$ cat config.mk
export PLATFORM = sky130hd
export DESIGN_NAME = count_uart_tx
export DESIGN_NICKNAME = d
export VERILOG_FILES = /design/src/rtl/counter_pkg.sv /design/src/rtl/uart_byte_tx.sv /design/src/rtl/count_uart_tx.sv
export SDC_FILE = /design/constraint.sdc
export NUM_CORES = 1
export LEC_CHECK = 0
export CAP_MARGIN = 20
export CORE_MARGIN = 10
export CORE_UTILIZATION = 55
export CTS_BUF_LIST = sky130_fd_sc_hd__clkbuf_16
export DETAILED_ROUTE_END_ITERATION = 10
export GPL_ROUTABILITY_DRIVEN = 0
export PLACE_DENSITY_LB_ADDON = 0.2
export SYNTH_ARGS = -nofsm -noshare
export SYNTH_HDL_FRONTEND = slang
export SYNTH_SLANG_ARGS = --single-unit
$ cat constraint.sdc
create_clock -name clk_in -period 3.4 [get_ports clk_in]
set_input_delay 0.51 -clock clk_in [delete_from_list [all_inputs] [get_ports clk_in]]
set_output_delay 0.51 -clock clk_in [all_outputs]
set_load 0.01 [all_outputs]
$ cat src/rtl/counter_pkg.sv
`default_nettype none
// ============================================================================
//  Module  : counter_pkg
//  Purpose : Shared constants, frame state encoding and the state-sequencing
//            helper for the count UART transmitter.
//  Rev     : 1.0  initial release
// ============================================================================
package counter_pkg;

  localparam logic [7:0] SYNC_BYTE     = 8'hA5;
  localparam int         FRAME_BYTES   = 7;
  localparam int         BITS_PER_BYTE = 10;

  typedef enum logic [2:0] {
    ST_IDLE = 3'd0,
    ST_SYNC = 3'd1,
    ST_CHAN = 3'd2,
    ST_CNT3 = 3'd3,
    ST_CNT2 = 3'd4,
    ST_CNT1 = 3'd5,
    ST_CNT0 = 3'd6,
    ST_CSUM = 3'd7
  } frame_state_t;

  // Byte that follows s in the frame; CSUM wraps back to IDLE.
  function automatic frame_state_t next_frame_state(input frame_state_t s);
    case (s)
      ST_SYNC: return ST_CHAN;
      ST_CHAN: return ST_CNT3;
      ST_CNT3: return ST_CNT2;
      ST_CNT2: return ST_CNT1;
      ST_CNT1: return ST_CNT0;
      ST_CNT0: return ST_CSUM;
      default: return ST_IDLE;
    endcase
  endfunction

endpackage
`default_nettype wire

$ cat src/rtl/uart_byte_tx.sv
`default_nettype none
// ============================================================================
//  Module  : uart_byte_tx
//  Purpose : 8N1 byte serialiser paced by a single-cycle baud tick. A byte
//            loaded while idle waits for the next tick to start; a byte loaded
//            in the byte_done cycle starts on that same tick, so consecutive
//            bytes run back to back with no idle bit time between them.
//  Rev     : 1.0  initial release
// ============================================================================
module uart_byte_tx
  import counter_pkg::*;
(
  input  logic       clk_in,
  input  logic       reset,
  input  logic       baud_tick,
  input  logic       load,
  input  logic [7:0] data,
  output logic       tx,
  output logic       ready,
  output logic       byte_done
);

  localparam logic [3:0] LAST_BIT = 4'(BITS_PER_BYTE - 1);

  logic       r_active;   // a bit of this byte is on the line
  logic       r_pend;     // byte loaded, waiting for the tick that starts it
  logic [3:0] r_bit;      // 0 = start, 1..8 = data, 9 = stop
  logic [7:0] r_shift;    // remaining data bits, LSB next; refills with stop level
  logic       r_tx;
  logic       w_byte_done;

  // The tick that ends the stop bit is the byte completion point.
  assign w_byte_done = r_active && baud_tick && (r_bit == LAST_BIT);
  assign byte_done   = w_byte_done;
  assign ready       = (!r_active && !r_pend) || w_byte_done;
  assign tx          = r_tx;

  // Bit sequencing: every line change happens in the cycle after a tick.
  always_ff @(posedge clk_in) begin
    if (reset) begin
      r_active <= 1'b0;
      r_pend   <= 1'b0;
      r_bit    <= 4'd0;
      r_shift  <= 8'h00;
      r_tx     <= 1'b1;
    end else if (w_byte_done) begin
      if (load) begin
        r_shift <= data;
        r_bit   <= 4'd0;
        r_tx    <= 1'b0;
      end else begin
        r_active <= 1'b0;
      end
    end else if (r_active) begin
      if (baud_tick) begin
        r_bit   <= r_bit + 4'd1;
        r_tx    <= r_shift[0];
        r_shift <= {1'b1, r_shift[7:1]};
      end
    end else if (r_pend) begin
      if (baud_tick) begin
        r_pend   <= 1'b0;
        r_active <= 1'b1;
        r_bit    <= 4'd0;
        r_tx     <= 1'b0;
      end
    end else if (load) begin
      r_shift <= data;
      r_pend  <= 1'b1;
    end
  end

endmodule
`default_nettype wire

$ cat src/rtl/count_uart_tx.sv
`default_nettype none
// ============================================================================
//  Module  : count_uart_tx
//  Purpose : Frames a latched window count as SYNC, channel, four count bytes
//            (MSB first) and an XOR checksum, and sends it at the baud-tick
//            rate through uart_byte_tx.
//  Rev     : 1.0  initial release
// ============================================================================
module count_uart_tx
  import counter_pkg::*;
#(
  parameter int         CNT_W = 32,
  parameter int         CH_W  = 4,
  parameter logic [7:0] SYNC  = SYNC_BYTE
) (
  input  logic             clk_in,
  input  logic             reset,
  input  logic             baud_tick,
  input  logic             count_valid,
  input  logic [CNT_W-1:0] count_value,
  input  logic [CH_W-1:0]  chan_idx,
  output logic             tx,
  output logic             busy,
  output logic             overrun,
  output logic             frame_done
);

  // The frame carries exactly four count bytes and a one-byte channel field.
  generate
    if (CNT_W != 8 * (FRAME_BYTES - 3) || CH_W > 8) begin : g_bad_params
      $error("count_uart_tx: CNT_W must be 32 and CH_W at most 8");
    end
  endgenerate

  frame_state_t     r_state;
  logic [CNT_W-1:0] r_count;
  logic [7:0]       r_chan;
  logic [7:0]       r_csum;
  logic             r_busy;
  logic             r_overrun;
  logic             r_frame_done;

  logic [7:0] w_chan_in;
  logic [7:0] w_csum_in;
  logic [7:0] w_byte;
  logic       w_load;
  logic       w_ser_ready;
  logic       w_byte_done;

  assign w_chan_in = 8'(chan_idx);
  assign w_csum_in = w_chan_in ^ count_value[31:24] ^ count_value[23:16]
                   ^ count_value[15:8] ^ count_value[7:0];

  // SYNC is handed over at the latch so its start bit goes out on the first
  // later tick; every other byte is handed over on the previous byte's done.
  assign w_load = w_ser_ready &&
                  ((r_state == ST_IDLE && count_valid) ||
                   (w_byte_done && r_state != ST_IDLE && r_state != ST_CSUM));

  // Byte to load next, selected by the byte currently on the line.
  always_comb begin
    w_byte = SYNC;
    case (r_state)
      ST_SYNC: w_byte = r_chan;
      ST_CHAN: w_byte = r_count[31:24];
      ST_CNT3: w_byte = r_count[23:16];
      ST_CNT2: w_byte = r_count[15:8];
      ST_CNT1: w_byte = r_count[7:0];
      ST_CNT0: w_byte = r_csum;
      default: w_byte = SYNC;
    endcase
  end

  // Frame sequencing, sample latch and the registered status pulses.
  always_ff @(posedge clk_in) begin
    if (reset) begin
      r_state      <= ST_IDLE;
      r_count      <= '0;
      r_chan       <= 8'h00;
      r_csum       <= 8'h00;
      r_busy       <= 1'b0;
      r_overrun    <= 1'b0;
      r_frame_done <= 1'b0;
    end else begin
      r_overrun    <= count_valid && (r_state != ST_IDLE);
      r_frame_done <= 1'b0;
      case (r_state)
        ST_IDLE: begin
          if (count_valid) begin
            r_count <= count_value;
            r_chan  <= w_chan_in;
            r_csum  <= w_csum_in;
            r_busy  <= 1'b1;
            r_state <= ST_SYNC;
          end
        end
        ST_CSUM: begin
          if (w_byte_done) begin
            r_busy       <= 1'b0;
            r_frame_done <= 1'b1;
            r_state      <= ST_IDLE;
          end
        end
        default: begin
          if (w_byte_done) r_state <= next_frame_state(r_state);
        end
      endcase
    end
  end

  assign busy       = r_busy;
  assign overrun    = r_overrun;
  assign frame_done = r_frame_done;

  uart_byte_tx u_byte_tx (
    .clk_in    (clk_in),
    .reset     (reset),
    .baud_tick (baud_tick),
    .load      (w_load),
    .data      (w_byte),
    .tx        (tx),
    .ready     (w_ser_ready),
    .byte_done (w_byte_done)
  );

endmodule
`default_nettype wire
# Yosys cells after proc, flatten, opt, wreduce, memory -nomap -nowiden
# Index checks and enable logic that the tools add are counted.
# W data, S select, Z words.
dict set report totals {
  ff_bits 65
  in_bits 40
  elab_cells 95
}
dict set report classes {
  add_sub_neg 1
  eq_ne 16
  n_mux 35
  n_bitwise 7
  reduce_logical 24
}
# operator count
set op_table {}
lappend op_table {{$pmux W8 S6} 1}
lappend op_table {{$mux W8} 5}
lappend op_table {{$mux W4} 6}
lappend op_table {{$xor A8 B8 Y8} 3}
lappend op_table {{$pmux W3 S6} 1}
lappend op_table {{$mux W1} 17}
lappend op_table {{$eq A3 B3 Y1 const B} 4}
lappend op_table {{$mux W3} 3}
lappend op_table {{$ne A3 B3 Y1 const B} 3}
lappend op_table {{$logic_and A1 B1 Y1} 8}
lappend op_table {{$xor A4 B8 Y8} 1}
lappend op_table {{$eq A3 B2 Y1 const B} 2}
lappend op_table {{$pmux W3 S2} 1}
lappend op_table {{$reduce_and A2 Y1} 3}
lappend op_table {{$reduce_and A3 Y1} 2}
lappend op_table {{$reduce_bool A3 Y1} 2}
lappend op_table {{$add A4 B1 Y4 const B} 1}
lappend op_table {{$eq A4 B4 Y1 const B} 1}
lappend op_table {{$ne A2 B1 Y1 const B} 2}
lappend op_table {{$ne A2 B2 Y1 const B} 2}
lappend op_table {{$reduce_and A4 Y1} 1}
lappend op_table {{$reduce_bool A2 Y1} 2}
lappend op_table {{$eq A3 B1 Y1 const B} 1}
lappend op_table {{$logic_not A3 Y1} 1}
lappend op_table {{other kinds (6)} 10}

# Longest topological paths before layout
dict set report depth {
  depth_word 10
  depth_mapped 8
}

# Modules after synthesis
# A second synthesis with hierarchy kept.
dict set report hier_totals {
  hier_cells 380
  hier_area_um2 3180.6
}
# module n_inst cells_each area_per_inst_um2
set by_module_without_submodules {}
lappend by_module_without_submodules {count_uart_tx 1 287 2379.8}
lappend by_module_without_submodules {uart_byte_tx 1 93 800.8}

# Least setup slack after synthesis
# No wires, ideal clock.
dict set report synth_timing {
  path_type {register to register}
  from {register u_byte_tx.r_bit[1]}
  to {register u_byte_tx.r_shift[0]}
  arrival_time_ps 1562
  t_required_ps 3257
  path_slack_ps 1694
  path_stages_with_launch 9
  path_buffers 2
  path_cell_list {dfxtp_1 inv_1 ha_1 and3b_1 buf_4 and4_1 buf_6 a2111oi_1 a211oi_1}
}
dict set report synth_via {
  elab_chain_cells 10
}
# item line
set synth_rtl {}
lappend synth_rtl {{from (decl)} uart_byte_tx.sv:27} ;# logic [3:0] r_bit;
lappend synth_rtl {{from (signal assigned)} uart_byte_tx.sv:56} ;# r_bit <= r_bit + 4'd1;
lappend synth_rtl {{$eq A4 B4 Y1 *} uart_byte_tx.sv:33} ;# assign w_byte_done = r_active && baud_tick && (r_bit == LAST_BIT);
lappend synth_rtl {{$logic_and A1 B1 Y1 *} uart_byte_tx.sv:33}
lappend synth_rtl {{$logic_and A1 B1 Y1 (2 in series)} count_uart_tx.sv:58} ;# (w_byte_done && r_state != ST_IDLE && r_state != ST_CSUM));
lappend synth_rtl {{$logic_or A1 B1 Y1} count_uart_tx.sv:57} ;# ((r_state == ST_IDLE && count_valid) ||
lappend synth_rtl {{$logic_and A1 B1 Y1} count_uart_tx.sv:56} ;# assign w_load = w_ser_ready &&
lappend synth_rtl {{$mux W8 (3 in series)} --}
lappend synth_rtl {{$mux W8} uart_byte_tx.sv:46} ;# end else if (w_byte_done) begin
lappend synth_rtl {{to (signal assigned)} uart_byte_tx.sv:48} ;# r_shift <= data;
lappend synth_rtl {{to (signal assigned)} uart_byte_tx.sv:58} ;# r_shift <= {1'b1, r_shift[7:1]};
lappend synth_rtl {{to (signal assigned)} uart_byte_tx.sv:68} ;# r_shift <= data;
lappend synth_rtl {{to (decl)} uart_byte_tx.sv:28} ;# logic [7:0] r_shift;
# Mark *: on every way between the ends. The rest lies on a longest branch, timed or not. The select of a mux whose other input is x is not followed.
# A chain may end at the register's enable or synchronous reset.

# Final worst setup path
dict set report layout_timing {
  from {register r_state[0]}
  to {register r_csum[4]}
}
dict set report layout_via {
  elab_chain_cells 2
}
# item line
set layout_rtl {}
lappend layout_rtl {{from (decl)} count_uart_tx.sv:35} ;# frame_state_t r_state;
lappend layout_rtl {{from (signal assigned)} count_uart_tx.sv:105} ;# if (w_byte_done) r_state <= next_frame_state(r_state);
lappend layout_rtl {{$logic_not A3 Y1} count_uart_tx.sv:87} ;# case (r_state)
lappend layout_rtl {{$reduce_and A2 Y1 (no source line)} --}
lappend layout_rtl {{to (signal assigned)} count_uart_tx.sv:92} ;# r_csum <= w_csum_in;
lappend layout_rtl {{to (decl)} count_uart_tx.sv:38} ;# logic [7:0] r_csum;
# Every way passes these cells.

==> run metrics <==
status finished clean; die width 97.2 microns; drt wl/cell about 17 microns; GR Util All Layers 0.182; Ant. Diodes 0; total grt overflow 0; DRC Markers 0; clk root buf clkbuf_16; total negative setup slack 0 ns; vias 2,985; Yosys top cell by area dfxtp_1; CP Capture Type flop; min cycle time layout 2.46 ns; Synth Area per Inst 8.40 sq um; Post-synth EDFFs 0; f_max 0.406 GHz; area grow syn2layout 21.8%; Inserted Clock Buffers 9; antenna violations before repair 0; clk_lat worst skew 0.33 ns; pin count of the biggest net entering global routing 44; fraction of registers with async set/reset 0; die footprint 9440 sq um; switching pwr between 0.5 and 0.6 mW; Unique masters post-synth between 50 and 60; CTS hold repair buffers 0; Routed Wire Length roughly 8700 microns; post-route insts no fill 501; Largest stage delay, worst path 0.75 ns; CTS resizes 0; max-cap viol count 0; critical path peak fanout 36; Final Max Tran Viols 0; Inst Count DP between 400 and 500; final period utilization 0.725; Int Power 1.55 mW; clk buf depth 2; final core utilization 0.682; remaining antenna violation count 0; Synth top area share 0.397; CP bufs+invs 2; crit-path cells inv_1 -> ha_1 -> and3b_2 -> buf_4 -> nor2_1 -> a211oi_1; leak pwr roughly 1.5 nW; syn_nets ~440; TritonCTS Sinks 65; worst min path class flop to flop; Final Hold Viols 0; DPL Wire Length 5960 microns; Top Family by Delay on Critical Path simple AND/OR/NAND/NOR gates; post-route setup slack 0.936 ns; layout cell share with drive strength beyond 1 0.0775; top cells by area, synth dfxtp_1, nand2_1, a21oi_1; unrepaired setup endpoints after global routing no; Crit Path Class flop to flop; Seq/Total Area, Yosys 0.397; Final #Nets 467; Setup crit start kind flop; detailed router's first-iteration violation count 229; Die Height 97.2 microns; Max-slew headroom 0.422; Setup Fix Bufs, Post-CTS 0; Via density between 5 and 6; Flop pwr share 0.410; Combinational Power Share 0.175; Post-Syn Area around 3300 sq um; Fillers 474; Final setup viols 0; # rows 28; Pwr Density approximately 530 nW/um^2; slew at the pin closest to its max-slew limit 0.866 ns; CTS clk-pin slew, worst paths 0.05 ns; CTS tree yes; Clock Skew 0.00608 ns; H-tree depth 3; area of the core 5850 sq um; Worst Path Arrival 2.70 ns; Clk network pwr share 0.416; Yosys reg bits between 60 and 70; required time of the critical path 3.64 ns; DR pass1 iterations 5; Top Ports 44; Initial Util 0.560; Setup WS pre-CTS 0.956 ns; cells after synthesis 390; PortBufs 43; Yosys warnings 0; first-pass GRT wire length 14,400 microns; switch share 0.270; dominant synthesized flop cell dfxtp_1; number of global-route vias before repair 3,017; Slowest-stage cell, CP and3b_2; VDD IR max approximately 0.00031 V
kinds of logic (layout without fill, tap and decap cells):
group           Yosys count  after routing  synth area share
compound gates          114            114             0.246
flops                    65             65             0.397
xor+xnor                 24             24            0.0810
fa+ha+maj                 6              6            0.0229
simple gates            139            139             0.185
mux                       7              7            0.0218
buf+inv                  35             71            0.0462
worst paths after layout:
| check | depth (start not counted) | slack (ns) | startpoint | endpoint |
|---|---|---|---|---|
| worst min-delay path | 2 | 0.46 | r_count[10] | r_count[10] |
| worst min register to register | 2 | 0.46 | r_count[10] | r_count[10] |
| worst max-delay path | 6 | 0.94 | r_state[0] | r_csum[4] |
| worst max register to register | 6 | 0.94 | r_state[0] | r_csum[4] |
worst register-to-register path, stage by stage, from the launching register on:
cell      delay, ns
dfxtp_1        0.33
inv_1          0.11
ha_1           0.55
and3b_2        0.76
buf_4          0.37
nor2_1         0.06
a211oi_1       0.20
power by group through the flow:
stage | combinational [mW] | clock (mW) | sequential [mW]
after floorplan | 0.252 | 0 | 0.870
after global placement | 0.360 | 0 | 0.879
after detailed placement | 0.366 | 0 | 0.881
after CTS | 0.370 | 0.876 | 0.866
after global routing | 0.411 | 0.914 | 0.873
final | 0.370 | 0.880 | 0.868
cell type report:
type                       count  area, sq um  share of cell area
sequential                    65         1300               0.326
inverter                       7         26.3             0.00659
clock buffer                   9          225              0.0565
clock inverter                 7         55.1              0.0138
multi-input combinational    290         1820               0.457
tap                           75         93.8              0.0235
timing repair buffer          48          463               0.116
flip-flops by register name (all words and copies together) (netlist names):
register and cells:
r_count 32, r_csum 8, u_byte_tx.r_shift 8, r_chan 4, u_byte_tx.r_bit 4, r_state 3, busy 1, frame_done 1
overrun 1, u_byte_tx.r_active 1, u_byte_tx.r_pend 1, u_byte_tx.tx 1
metrics by stage:
stage	hold WS, ns	power, mW	area (sq um)
global placement	0.440	1.24	3710
finish	0.455	2.12	3990
CTS	0.456	2.11	3990
detailed placement	0.448	1.25	3710
global route	0.471	2.20	3990
floorplan	0.431	1.12	3270
cells in the final DEF (no fill, tap or decap), types with 2 or more instances in the layout:
master	instances
nand2_1	93
dfxtp_1	65
a21oi_1	48
clkdlybuf4s50_1	42
nor2_1	18
xnor2_1	16
inv_1	10
clkbuf_16	9
a31oi_1	8
o21ai_0	8
a211oi_1	7
mux2i_1	6
a2111oi_2	6
ha_1	6
nand3b_1	5
a221oi_1	5
a222oi_1	5
buf_4	5
xnor3_1	4
xor2_1	4
nor3_1	4
nand4_1	3
a22oi_1	3
nand3_1	3
nand2b_1	2
o2111ai_1	2
o31ai_1	2
nor2b_1	2
a21o_1	2
o211ai_1	2
a211oi_2	2
clkinv_2	2
cell usage after synthesis (2+ instances only):
library cell  number
and3b_1            2
dfxtp_1           65
buf_1              4
o211ai_1           2
o2111ai_1          2
inv_1              7
nor2_1            18
a2111oi_2          6
nand3_1            3
a211oi_2           2
a31oi_1            8
a21oi_1           48
a222oi_1           5
o21ai_0            8
xnor2_1           16
xnor3_1            4
a211oi_1           7
o31ai_1            2
a22oi_1            3
nand3b_1           5
nand2b_1           2
ha_1               6
clkbuf_1          15
a221oi_1           5
buf_2              7
nand4_1            3
xor2_1             4
nor2b_1            2
nor3_1             4
nand2_1           93
a21o_1             2
mux2i_1            6
layer usage:
layer / wire, microns / share of wire / global-route usage
met2: 4350 / 0.50 / 0.313
met5: 0 / 0 / 0
met3: 503 / 0.058 / 0.0590
met4: 243 / 0.028 / 0.0863
met1: 3600 / 0.41 / 0.197
Note: power is estimated with default switching activity, not from simulation.
